File: src/rtl/pipe_ctrl_if.sv
// -----------------------------------------------------------------------------
// pipe_ctrl_if
// Groups the hazard-source inputs and the per-stage strobe outputs of the
// pipeline stall/flush scheduler into one bundle.
//
// Signals (seen from the scheduler, i.e. the slave modport):
//   i_PCTL_loadUse    in  : DEC instruction sources a load destination in EXE
//   i_PCTL_mdUse      in  : DEC instruction is MFHI/MFLO
//   i_PCTL_brTaken    in  : EXE resolved a taken branch/jump
//   i_PCTL_mdStart    in  : EXE holds MULT/DIV (level, held while paused)
//   i_PCTL_mdIsDiv    in  : qualifies mdStart, 1 = divide
//   i_PCTL_iMemReady  in  : instruction fetch completes this cycle
//   i_PCTL_dMemReq    in  : MEM holds a load/store
//   i_PCTL_dMemReady  in  : data access completes this cycle
//   o_PCTL_pause*     out : hold IF/DEC/EXE/MEM pipeline register
//   o_PCTL_clr*       out : load a bubble into DEC/EXE/MEM/WB register
//   o_PCTL_mdGo       out : mul/div unit accepts operands this cycle
//   o_PCTL_mdBusy     out : mul/div unit occupied
//   o_PCTL_mdDone     out : HI/LO valid from next cycle (one-cycle pulse)
//   o_PCTL_dWait      out : data-memory FSM is in DWAIT
// -----------------------------------------------------------------------------
interface pipe_ctrl_if;
    logic i_PCTL_loadUse;
    logic i_PCTL_mdUse;
    logic i_PCTL_brTaken;
    logic i_PCTL_mdStart;
    logic i_PCTL_mdIsDiv;
    logic i_PCTL_iMemReady;
    logic i_PCTL_dMemReq;
    logic i_PCTL_dMemReady;

    logic o_PCTL_pauseIF;
    logic o_PCTL_pauseDEC;
    logic o_PCTL_pauseEXE;
    logic o_PCTL_pauseMEM;
    logic o_PCTL_clrDEC;
    logic o_PCTL_clrEXE;
    logic o_PCTL_clrMEM;
    logic o_PCTL_clrWB;
    logic o_PCTL_mdGo;
    logic o_PCTL_mdBusy;
    logic o_PCTL_mdDone;
    logic o_PCTL_dWait;

    // Pipeline / hazard-detection side: drives hazard sources, consumes strobes
    modport master (
        output i_PCTL_loadUse, i_PCTL_mdUse, i_PCTL_brTaken, i_PCTL_mdStart,
               i_PCTL_mdIsDiv, i_PCTL_iMemReady, i_PCTL_dMemReq, i_PCTL_dMemReady,
        input  o_PCTL_pauseIF, o_PCTL_pauseDEC, o_PCTL_pauseEXE, o_PCTL_pauseMEM,
               o_PCTL_clrDEC, o_PCTL_clrEXE, o_PCTL_clrMEM, o_PCTL_clrWB,
               o_PCTL_mdGo, o_PCTL_mdBusy, o_PCTL_mdDone, o_PCTL_dWait
    );

    // Scheduler side
    modport slave (
        input  i_PCTL_loadUse, i_PCTL_mdUse, i_PCTL_brTaken, i_PCTL_mdStart,
               i_PCTL_mdIsDiv, i_PCTL_iMemReady, i_PCTL_dMemReq, i_PCTL_dMemReady,
        output o_PCTL_pauseIF, o_PCTL_pauseDEC, o_PCTL_pauseEXE, o_PCTL_pauseMEM,
               o_PCTL_clrDEC, o_PCTL_clrEXE, o_PCTL_clrMEM, o_PCTL_clrWB,
               o_PCTL_mdGo, o_PCTL_mdBusy, o_PCTL_mdDone, o_PCTL_dWait
    );
endinterface

File: src/rtl/pipe_ctrl.sv
// -----------------------------------------------------------------------------
// pipe_ctrl
// Central stall/flush scheduler for the five-stage pipeline. Merges data-memory
// wait, mul/div structural hazard, taken branch, load-use / HI-LO use and
// instruction-fetch wait into one prioritised set of pause/clear strobes.
// Owns the mul/div occupancy counter and the data-memory wait FSM.
//
// Ports:
//   clk   : pipeline clock, all state changes on the rising edge
//   rst   : synchronous active-high reset
//   pctl  : pipe_ctrl_if.slave bundle (hazard inputs, stage strobes)
//
// Strobes are combinational from inputs and registered state; stage registers
// act on them at the next edge.
// -----------------------------------------------------------------------------
module pipe_ctrl #(
    parameter int unsigned MUL_CYCLES = 4,
    parameter int unsigned DIV_CYCLES = 32
) (
    input  logic           clk,
    input  logic           rst,
    pipe_ctrl_if.slave     pctl
);

    typedef enum logic [0:0] {
        RUN   = 1'b0,
        DWAIT = 1'b1
    } dstate_t;

    localparam logic [5:0] MUL_LOAD = 6'(MUL_CYCLES);
    localparam logic [5:0] DIV_LOAD = 6'(DIV_CYCLES);

    dstate_t    dstate_q;
    dstate_t    dstate_d;
    logic [5:0] md_cnt_q;
    logic [5:0] md_cnt_d;

    logic       dwait_s;
    logic       md_busy_s;
    logic       md_go_s;
    logic       md_done_s;

    // Occupancy of the iterative unit, derived from the counter.
    assign md_busy_s = (md_cnt_q != 6'd0);
    assign md_done_s = (md_cnt_q == 6'd1);

    // Data-memory stall condition: asserted already in the request cycle so
    // that entering DWAIT costs no extra cycle.
    always_comb begin
        dwait_s = 1'b0;
        case (dstate_q)
            RUN:     dwait_s = pctl.i_PCTL_dMemReq & ~pctl.i_PCTL_dMemReady;
            DWAIT:   dwait_s = ~pctl.i_PCTL_dMemReady;
            default: dwait_s = 1'b0;
        endcase
    end

    // Data-memory FSM next state.
    always_comb begin
        dstate_d = dstate_q;
        case (dstate_q)
            RUN: begin
                if (pctl.i_PCTL_dMemReq && !pctl.i_PCTL_dMemReady) begin
                    dstate_d = DWAIT;
                end else begin
                    dstate_d = RUN;
                end
            end
            DWAIT: begin
                if (pctl.i_PCTL_dMemReady) begin
                    dstate_d = RUN;
                end else begin
                    dstate_d = DWAIT;
                end
            end
            default: dstate_d = RUN;
        endcase
    end

    // A new MULT/DIV is accepted only when the unit is free and MEM is not
    // waiting (EXE is frozen during a data wait).
    assign md_go_s = pctl.i_PCTL_mdStart & ~md_busy_s & ~dwait_s;

    // Mul/div counter next state: load on start, otherwise count down to 0.
    // It keeps counting during data waits; only new starts are blocked.
    always_comb begin
        md_cnt_d = md_cnt_q;
        if (md_go_s) begin
            if (pctl.i_PCTL_mdIsDiv) begin
                md_cnt_d = DIV_LOAD;
            end else begin
                md_cnt_d = MUL_LOAD;
            end
        end else if (md_busy_s) begin
            md_cnt_d = md_cnt_q - 6'd1;
        end else begin
            md_cnt_d = 6'd0;
        end
    end

    // Prioritised strobe generation; first matching hazard wins.
    always_comb begin
        pctl.o_PCTL_pauseIF  = 1'b0;
        pctl.o_PCTL_pauseDEC = 1'b0;
        pctl.o_PCTL_pauseEXE = 1'b0;
        pctl.o_PCTL_pauseMEM = 1'b0;
        pctl.o_PCTL_clrDEC   = 1'b0;
        pctl.o_PCTL_clrEXE   = 1'b0;
        pctl.o_PCTL_clrMEM   = 1'b0;
        pctl.o_PCTL_clrWB    = 1'b0;
        pctl.o_PCTL_mdGo     = 1'b0;
        pctl.o_PCTL_mdBusy   = 1'b0;
        pctl.o_PCTL_mdDone   = 1'b0;
        pctl.o_PCTL_dWait    = 1'b0;

        if (rst) begin
            // Flush everything downstream of IF while reset is held.
            pctl.o_PCTL_clrDEC = 1'b1;
            pctl.o_PCTL_clrEXE = 1'b1;
            pctl.o_PCTL_clrMEM = 1'b1;
            pctl.o_PCTL_clrWB  = 1'b1;
        end else begin
            pctl.o_PCTL_mdGo   = md_go_s;
            pctl.o_PCTL_mdBusy = md_busy_s;
            pctl.o_PCTL_mdDone = md_done_s;
            pctl.o_PCTL_dWait  = (dstate_q == DWAIT);

            if (dwait_s) begin
                // Whole front of the pipe frozen; a taken branch in EXE simply
                // re-presents once the wait ends.
                pctl.o_PCTL_pauseIF  = 1'b1;
                pctl.o_PCTL_pauseDEC = 1'b1;
                pctl.o_PCTL_pauseEXE = 1'b1;
                pctl.o_PCTL_pauseMEM = 1'b1;
                pctl.o_PCTL_clrWB    = 1'b1;
            end else if (pctl.i_PCTL_mdStart && md_busy_s) begin
                pctl.o_PCTL_pauseIF  = 1'b1;
                pctl.o_PCTL_pauseDEC = 1'b1;
                pctl.o_PCTL_pauseEXE = 1'b1;
                pctl.o_PCTL_clrMEM   = 1'b1;
            end else if (pctl.i_PCTL_brTaken) begin
                // Both younger instructions are squashed, so load-use and
                // HI/LO hazards in DEC are moot.
                pctl.o_PCTL_clrDEC  = 1'b1;
                pctl.o_PCTL_clrEXE  = 1'b1;
                pctl.o_PCTL_pauseIF = ~pctl.i_PCTL_iMemReady;
            end else if (pctl.i_PCTL_loadUse ||
                         (pctl.i_PCTL_mdUse && (md_busy_s || md_go_s))) begin
                pctl.o_PCTL_pauseIF  = 1'b1;
                pctl.o_PCTL_pauseDEC = 1'b1;
                pctl.o_PCTL_clrEXE   = 1'b1;
            end else if (!pctl.i_PCTL_iMemReady) begin
                pctl.o_PCTL_pauseIF = 1'b1;
                pctl.o_PCTL_clrDEC  = 1'b1;
            end else begin
                pctl.o_PCTL_pauseIF = 1'b0;
            end
        end
    end

    // State registers with synchronous reset; reset abandons any divide and
    // any pending memory wait without a completion pulse.
    always_ff @(posedge clk) begin
        if (rst) begin
            dstate_q <= RUN;
            md_cnt_q <= 6'd0;
        end else begin
            dstate_q <= dstate_d;
            md_cnt_q <= md_cnt_d;
        end
    end

endmodule

File: src/flat_wrapper.sv
// flat-port wrapper written by rule: the top's interface ports become plain ports
module pipe_ctrl_flat 
#(
    parameter int unsigned MUL_CYCLES = 4,
    parameter int unsigned DIV_CYCLES = 32
)
  (clk, rst, pctl_i_PCTL_loadUse, pctl_i_PCTL_mdUse, pctl_i_PCTL_brTaken, pctl_i_PCTL_mdStart, pctl_i_PCTL_mdIsDiv, pctl_i_PCTL_iMemReady, pctl_i_PCTL_dMemReq, pctl_i_PCTL_dMemReady, pctl_o_PCTL_pauseIF, pctl_o_PCTL_pauseDEC, pctl_o_PCTL_pauseEXE, pctl_o_PCTL_pauseMEM, pctl_o_PCTL_clrDEC, pctl_o_PCTL_clrEXE, pctl_o_PCTL_clrMEM, pctl_o_PCTL_clrWB, pctl_o_PCTL_mdGo, pctl_o_PCTL_mdBusy, pctl_o_PCTL_mdDone, pctl_o_PCTL_dWait);
  pipe_ctrl_if pctl_i ();
  input  logic clk;
  input  logic rst;
  input wire logic [$bits(pctl_i.i_PCTL_loadUse)-1:0] pctl_i_PCTL_loadUse;
  input wire logic [$bits(pctl_i.i_PCTL_mdUse)-1:0] pctl_i_PCTL_mdUse;
  input wire logic [$bits(pctl_i.i_PCTL_brTaken)-1:0] pctl_i_PCTL_brTaken;
  input wire logic [$bits(pctl_i.i_PCTL_mdStart)-1:0] pctl_i_PCTL_mdStart;
  input wire logic [$bits(pctl_i.i_PCTL_mdIsDiv)-1:0] pctl_i_PCTL_mdIsDiv;
  input wire logic [$bits(pctl_i.i_PCTL_iMemReady)-1:0] pctl_i_PCTL_iMemReady;
  input wire logic [$bits(pctl_i.i_PCTL_dMemReq)-1:0] pctl_i_PCTL_dMemReq;
  input wire logic [$bits(pctl_i.i_PCTL_dMemReady)-1:0] pctl_i_PCTL_dMemReady;
  output wire logic [$bits(pctl_i.o_PCTL_pauseIF)-1:0] pctl_o_PCTL_pauseIF;
  output wire logic [$bits(pctl_i.o_PCTL_pauseDEC)-1:0] pctl_o_PCTL_pauseDEC;
  output wire logic [$bits(pctl_i.o_PCTL_pauseEXE)-1:0] pctl_o_PCTL_pauseEXE;
  output wire logic [$bits(pctl_i.o_PCTL_pauseMEM)-1:0] pctl_o_PCTL_pauseMEM;
  output wire logic [$bits(pctl_i.o_PCTL_clrDEC)-1:0] pctl_o_PCTL_clrDEC;
  output wire logic [$bits(pctl_i.o_PCTL_clrEXE)-1:0] pctl_o_PCTL_clrEXE;
  output wire logic [$bits(pctl_i.o_PCTL_clrMEM)-1:0] pctl_o_PCTL_clrMEM;
  output wire logic [$bits(pctl_i.o_PCTL_clrWB)-1:0] pctl_o_PCTL_clrWB;
  output wire logic [$bits(pctl_i.o_PCTL_mdGo)-1:0] pctl_o_PCTL_mdGo;
  output wire logic [$bits(pctl_i.o_PCTL_mdBusy)-1:0] pctl_o_PCTL_mdBusy;
  output wire logic [$bits(pctl_i.o_PCTL_mdDone)-1:0] pctl_o_PCTL_mdDone;
  output wire logic [$bits(pctl_i.o_PCTL_dWait)-1:0] pctl_o_PCTL_dWait;
  assign pctl_i.i_PCTL_loadUse = pctl_i_PCTL_loadUse;
  assign pctl_i.i_PCTL_mdUse = pctl_i_PCTL_mdUse;
  assign pctl_i.i_PCTL_brTaken = pctl_i_PCTL_brTaken;
  assign pctl_i.i_PCTL_mdStart = pctl_i_PCTL_mdStart;
  assign pctl_i.i_PCTL_mdIsDiv = pctl_i_PCTL_mdIsDiv;
  assign pctl_i.i_PCTL_iMemReady = pctl_i_PCTL_iMemReady;
  assign pctl_i.i_PCTL_dMemReq = pctl_i_PCTL_dMemReq;
  assign pctl_i.i_PCTL_dMemReady = pctl_i_PCTL_dMemReady;
  assign pctl_o_PCTL_pauseIF = pctl_i.o_PCTL_pauseIF;
  assign pctl_o_PCTL_pauseDEC = pctl_i.o_PCTL_pauseDEC;
  assign pctl_o_PCTL_pauseEXE = pctl_i.o_PCTL_pauseEXE;
  assign pctl_o_PCTL_pauseMEM = pctl_i.o_PCTL_pauseMEM;
  assign pctl_o_PCTL_clrDEC = pctl_i.o_PCTL_clrDEC;
  assign pctl_o_PCTL_clrEXE = pctl_i.o_PCTL_clrEXE;
  assign pctl_o_PCTL_clrMEM = pctl_i.o_PCTL_clrMEM;
  assign pctl_o_PCTL_clrWB = pctl_i.o_PCTL_clrWB;
  assign pctl_o_PCTL_mdGo = pctl_i.o_PCTL_mdGo;
  assign pctl_o_PCTL_mdBusy = pctl_i.o_PCTL_mdBusy;
  assign pctl_o_PCTL_mdDone = pctl_i.o_PCTL_mdDone;
  assign pctl_o_PCTL_dWait = pctl_i.o_PCTL_dWait;
  pipe_ctrl #(.MUL_CYCLES(MUL_CYCLES), .DIV_CYCLES(DIV_CYCLES)) u_core (.clk(clk), .rst(rst), .pctl(pctl_i));
endmodule
File: config.mk
export PLATFORM = sky130hd
export DESIGN_NAME = pipe_ctrl_flat
export DESIGN_NICKNAME = d
export VERILOG_FILES = /design/src/rtl/pipe_ctrl_if.sv /design/src/rtl/pipe_ctrl.sv /design/src/flat_wrapper.sv
export SDC_FILE = /design/constraint.sdc
export NUM_CORES = 1
export LEC_CHECK = 0
export CAP_MARGIN = 10
export CELL_PAD_IN_SITES_DETAIL_PLACEMENT = 1
export CELL_PAD_IN_SITES_GLOBAL_PLACEMENT = 1
export CORE_AREA = 2 2 39 41
export DETAILED_ROUTE_END_ITERATION = 12
export DIE_AREA = 0 0 41 43
export DONT_BUFFER_PORTS = 1
export PLACE_DENSITY_LB_ADDON = 0.1
export SYNTH_ARGS = -nofsm -noshare
export SYNTH_HDL_FRONTEND = slang
export SYNTH_SLANG_ARGS = --single-unit
File: constraint.sdc
create_clock -name clk -period 3.37 [get_ports clk]
set_input_delay 0.1685 -clock clk [delete_from_list [all_inputs] [get_ports clk]]
set_output_delay 0.1685 -clock clk [all_outputs]
set_load 0.02 [all_outputs]
# After elaboration in Yosys (flattened, before gate mapping)
# Index checks and enable logic that the tools add are counted.
[word_totals] mem_bits_rw=0 regBits=7 mem_count=0 mem_bits_ro=0 out_inout_bits=12 latchBits=0 word_cells=58 inputBits=10
[op_classes] shifts=0 n_mul=0 reduce_logical=7 n_bitwise=8 magnitude_cmp=0 div=0 mux=39 addsub=1 eq_ne=1
[op_table] op="two-way mux 1 bit" count=34
[op_table] op="two-way mux 6 bit" count=3
[op_table] op="== test 6 x 1 -> 1 bit (second input constant)" count=1
[op_table] op="nonzero test 6 bit" count=1
[op_table] op="subtractor 6 x 1 -> 6 bit (second input constant)" count=1
[op_table] op="NOT 1 bit" count=5
[op_table] op="case mux 1 bit (2 select lines)" count=2
[op_table] op="AND 1 bit" count=3
[op_table] op="logical AND 1 bit" count=3
[op_table] op="logical OR 1 bit" count=2
[op_table] op="zero test 1 bit" count=1

# Longest topological paths before layout
[depth] word_depth=13 mapped_depth=6 depth_no_buf=6

# Worst setup path before layout
# No wires, ideal clock.
[synth_path] path_kind="reg-to-output" from="register u_core.dstate_q" to="output pctl_o_PCTL_clrEXE" n_path_buf=0 stages_incl_launch_ff=6 slack_ns=1.776 required_ns=3.201 arrival_time_ns=1.425 path_cell_list="dfxtp_1 -> o21bai_1 -> nor2_1 -> a31oi_1 -> inv_2 -> a21oi_2"
[synth_between] elab_chain_cells=12
[synth_lines] item="start: declaration" line="pipe_ctrl.sv:33" source="dstate_t dstate_q;"
[synth_lines] item="start signal: assignment" line="pipe_ctrl.sv:168" source="dstate_q <= dstate_d;"
[synth_lines] item="NOT 1 bit" line="pipe_ctrl.sv:51" source="case (dstate_q)"
[synth_lines] item="case mux 1 bit (2 select lines) (*)" line="pipe_ctrl.sv:51"
[synth_lines] item="NOT 1 bit" line="pipe_ctrl.sv:82" source="assign md_go_s = pctl.i_PCTL_mdStart & ~md_busy_s & ~dwait_s;"
[synth_lines] item="AND 1 bit" line="pipe_ctrl.sv:82"
[synth_lines] item="logical OR 1 bit" line="pipe_ctrl.sv:148" source="(pctl.i_PCTL_mdUse && (md_busy_s || md_go_s))) begin"
[synth_lines] item="logical AND 1 bit" line="pipe_ctrl.sv:148"
[synth_lines] item="logical OR 1 bit" line="pipe_ctrl.sv:147" source="end else if (pctl.i_PCTL_loadUse ||"
[synth_lines] item="two-way mux 1 bit" line="pipe_ctrl.sv:147"
[synth_lines] item="two-way mux 1 bit" line="pipe_ctrl.sv:141" source="end else if (pctl.i_PCTL_brTaken) begin"
[synth_lines] item="two-way mux 1 bit" line="pipe_ctrl.sv:136" source="end else if (pctl.i_PCTL_mdStart && md_busy_s) begin"
[synth_lines] item="two-way mux 1 bit (*)" line="pipe_ctrl.sv:128" source="if (dwait_s) begin"
[synth_lines] item="two-way mux 1 bit (*)" line="pipe_ctrl.sv:116" source="if (rst) begin"
[synth_lines] item="end: declaration" line="flat_wrapper.sv:24" source="output wire logic [$bits(pctl_i.o_PCTL_clrEXE)-1:0] pctl_o_PCTL_clrEXE;"
# Mark *: on every way between the ends. The rest lies on a longest branch, timed or not.

# Final worst setup path
# Same ends and word-level chain as after synthesis.

==> impl_metrics.csv <==
group,metric,value,unit
floorplan,placementRows,14,
detailed_routing,num_vias,435,
final_layout,mostFrequentLayoutCells,"7 x dfxtp_1, 5 x nor2_1, 4 x nand2_1, 4 x nor3_1",
timing,worst_pin_slew,664,ps
clock_tree,cts_tree,"yes",
yosys,synth_seq_cells,7,
detailed_routing,drc,0,
final_layout,layout_commonest_cell,"dfxtp_1",
grt,grt_pass1_wl,1970,µm
yosys,ys_seq_area_frac,0.309,
worst_setup_path,critical_path_class,"register to output port",
power_and_ir_drop,leakage,0.204,nW
placement,postPlaceCellArea,465,µm²
final_layout,fillCellCount,178,
grt,antenna_found_initial,0,
detailed_routing,wl_per_cell,16.8,µm
floorplan,die_h,43,µm
worst_setup_path,crit_required,3200,ps
floorplan,core_region_area,1380,µm²
yosys,syn_nets,69,
final_layout,fin_nets,73,
detailed_routing,viasPerCell,5.80,
placement,place_congestion,0.719,
worst_setup_path,cp_max_fo,6,
timing,rsz0062_at_grt,"false",
final_layout,antenna_cells,0,
floorplan,ioPinCount,22,
final_layout,multi_input_area,290,µm²
clock_tree,clock_latency,260,ps
timing,finalCriticalPeriod,2090,ps
floorplan,die-area,1760,µm²
timing,finalHoldViolations,0,
outcome,outcome,"completed",
detailed_routing,antenna_left,0,
floorplan,start_util,0.328,
worst_setup_path,critPathLaunchType,"register",
timing,fin_crit_sh,0.620,
final_layout,drive_above_1_share,0.153,
timing,fmax,478,MHz
power_and_ir_drop,p_total,471,µW
grt,grt_overflow_total,0,
timing,final-max-slew-violation-count,0,
clock_tree,root_buffer,"clkbuf_4",
timing,slew_headroom,0.554,
worst_setup_path,cp.arrival,1920,ps
clock_tree,clock-sinks,7,
detailed_routing,routed_wl,1260,µm
floorplan,dieWidth,41,µm
clock_tree,htreeDepth,1,
final_layout,fin_area,502,µm²
grt,grt_pass1_vias,474,
flow_run,cap_violations,0,
yosys,netlist_area,454,µm²
yosys,synth_area_per_cell,8.11,µm²
grt,grt.total_usage,0.167,
grt,grt_max_degree,10,
power_and_ir_drop,vdd_drop_max,0.265,mV
timing,finClkSkew,5.10,ps
power_and_ir_drop,p_per_area,938,nW/µm²
placement,hpwl,967,µm
timing,finalSetupViolCount,0,
final_layout,seqCellArea,140,µm²
hold_path,hold_path.class,"input port to register",
clock_tree,cts_inserted_buffers,3,
yosys,netlist_instances,56,
yosys,yosys_warnings,0,
worst_setup_path,critPathCaptureType,"output port",
detailed_routing,drtIter0Drc,2,
clock_tree,path_clk_slew,60,ps
yosys,ys_types,31,
detailed_routing,first_pass_iters,4,
clock_tree,cts_max_path_buffers,2,
final_layout,area_delta_synth_final,10.5,%
placement,numPortBuffers,0,
timing,finalSetupTns,0,ps
metal layers:
metal | up-vias | GRT usage | wire (µm)
met5 | - | 0 | 0
met4 | 0 | 0.100 | 14
met3 | 2 | 0.0314 | 83
met2 | 17 | 0.278 | 636
met1 | 208 | 0.182 | 522
li1 | 208 | - | -
final timing paths:
check | endpoint | slack (ps) | cells after the start | from
worst min-delay path | u_core.md_cnt_q[5] | 90 | 2 | pctl_i_PCTL_mdIsDiv
worst max-delay path | pctl_o_PCTL_clrEXE | 1280 | 5 | u_core.dstate_q
worst max register to register | u_core.md_cnt_q[5] | 1890 | 4 | u_core.md_cnt_q[0]
worst min register to register | u_core.md_cnt_q[0] | 500 | 1 | u_core.md_cnt_q[0]
cell families after synthesis:
| kind of cell | after synthesis | share of synthesized area |
|---|---|---|
| compound gates | 15 | 0.229 |
| xor+xnor | 2 | 0.0386 |
| fa+ha+maj | 3 | 0.0827 |
| buf+inv | 6 | 0.0523 |
| flops | 7 | 0.309 |
| simple gates | 23 | 0.289 |
repair_timing:
item | in CTS | in global routing
resized for setup | 0 | 0
buffers inserted | 0 | 0
hold buffers | 1 | 0
endpoints found under the hold margin | 7 | 0
endpoints found under the setup margin | 0 | 0
registers in the layout (all words and copies together), names as in the netlist:
name and cells:
u_core.dstate_q 1, u_core.md_cnt_q 6
worst max-delay path: stages, from the launching register on:
cell and delay [ps]:
dfxtp_1 310, o21bai_1 360, nor2_1 240, a31oi_1 360, inv_2 140, a21oi_2 260
cells in the mapped netlist, drive strengths merged:
library cell  n  area, µm²
xor2          2       17.5
o21ai         3       15.0
clkbuf        2       8.75
nor2          5       18.8
o221ai        1       8.76
nand3         1       5.00
nand4         1       6.26
or4           1       7.51
a311oi        1       8.76
o31ai         1       7.51
a31oi         2       12.5
ha            3       37.5
inv           4       15.0
nor2b         1       6.26
a21oi         3       18.8
or2           1       6.26
and2          1       6.26
o21bai        1       7.51
nor4          1       21.3
dfxtp         7        140
a211oi        1       7.51
a22o          1       8.76
nand2         5       21.3
or3           1       6.26
a31o          1       8.76
nor3          4       20.0
and3          1       6.26
cell type report:
cell class,count,area share
Timing Repair Buffer,1,0.0200
Inverter,4,0.0299
Clock buffer,4,0.0524
Sequential cell,7,0.279
Tap cell,16,0.0399
Multi-Input combinational cell,43,0.579
per-stage QoR:
stage	cells	hold slack (ps)	setup slack, ps	util
2_1_floorplan	56	332	1780	-
3_3_place_gp	70	241	1670	0.336
3_5_place_dp	70	245	1540	0.336
4_1_cts	75	91.0	1270	0.363
5_1_grt	75	98.0	1100	0.363
6_report	75	90.4	1280	0.363
power breakdown:
part | switching [mW] | internal [mW]
clock network | 0.0370 | 0.0456
registers | 0.0320 | 0.112
logic | 0.160 | 0.0845
total | 0.229 | 0.242
No activity file was read; power rests on OpenSTA's default activity.
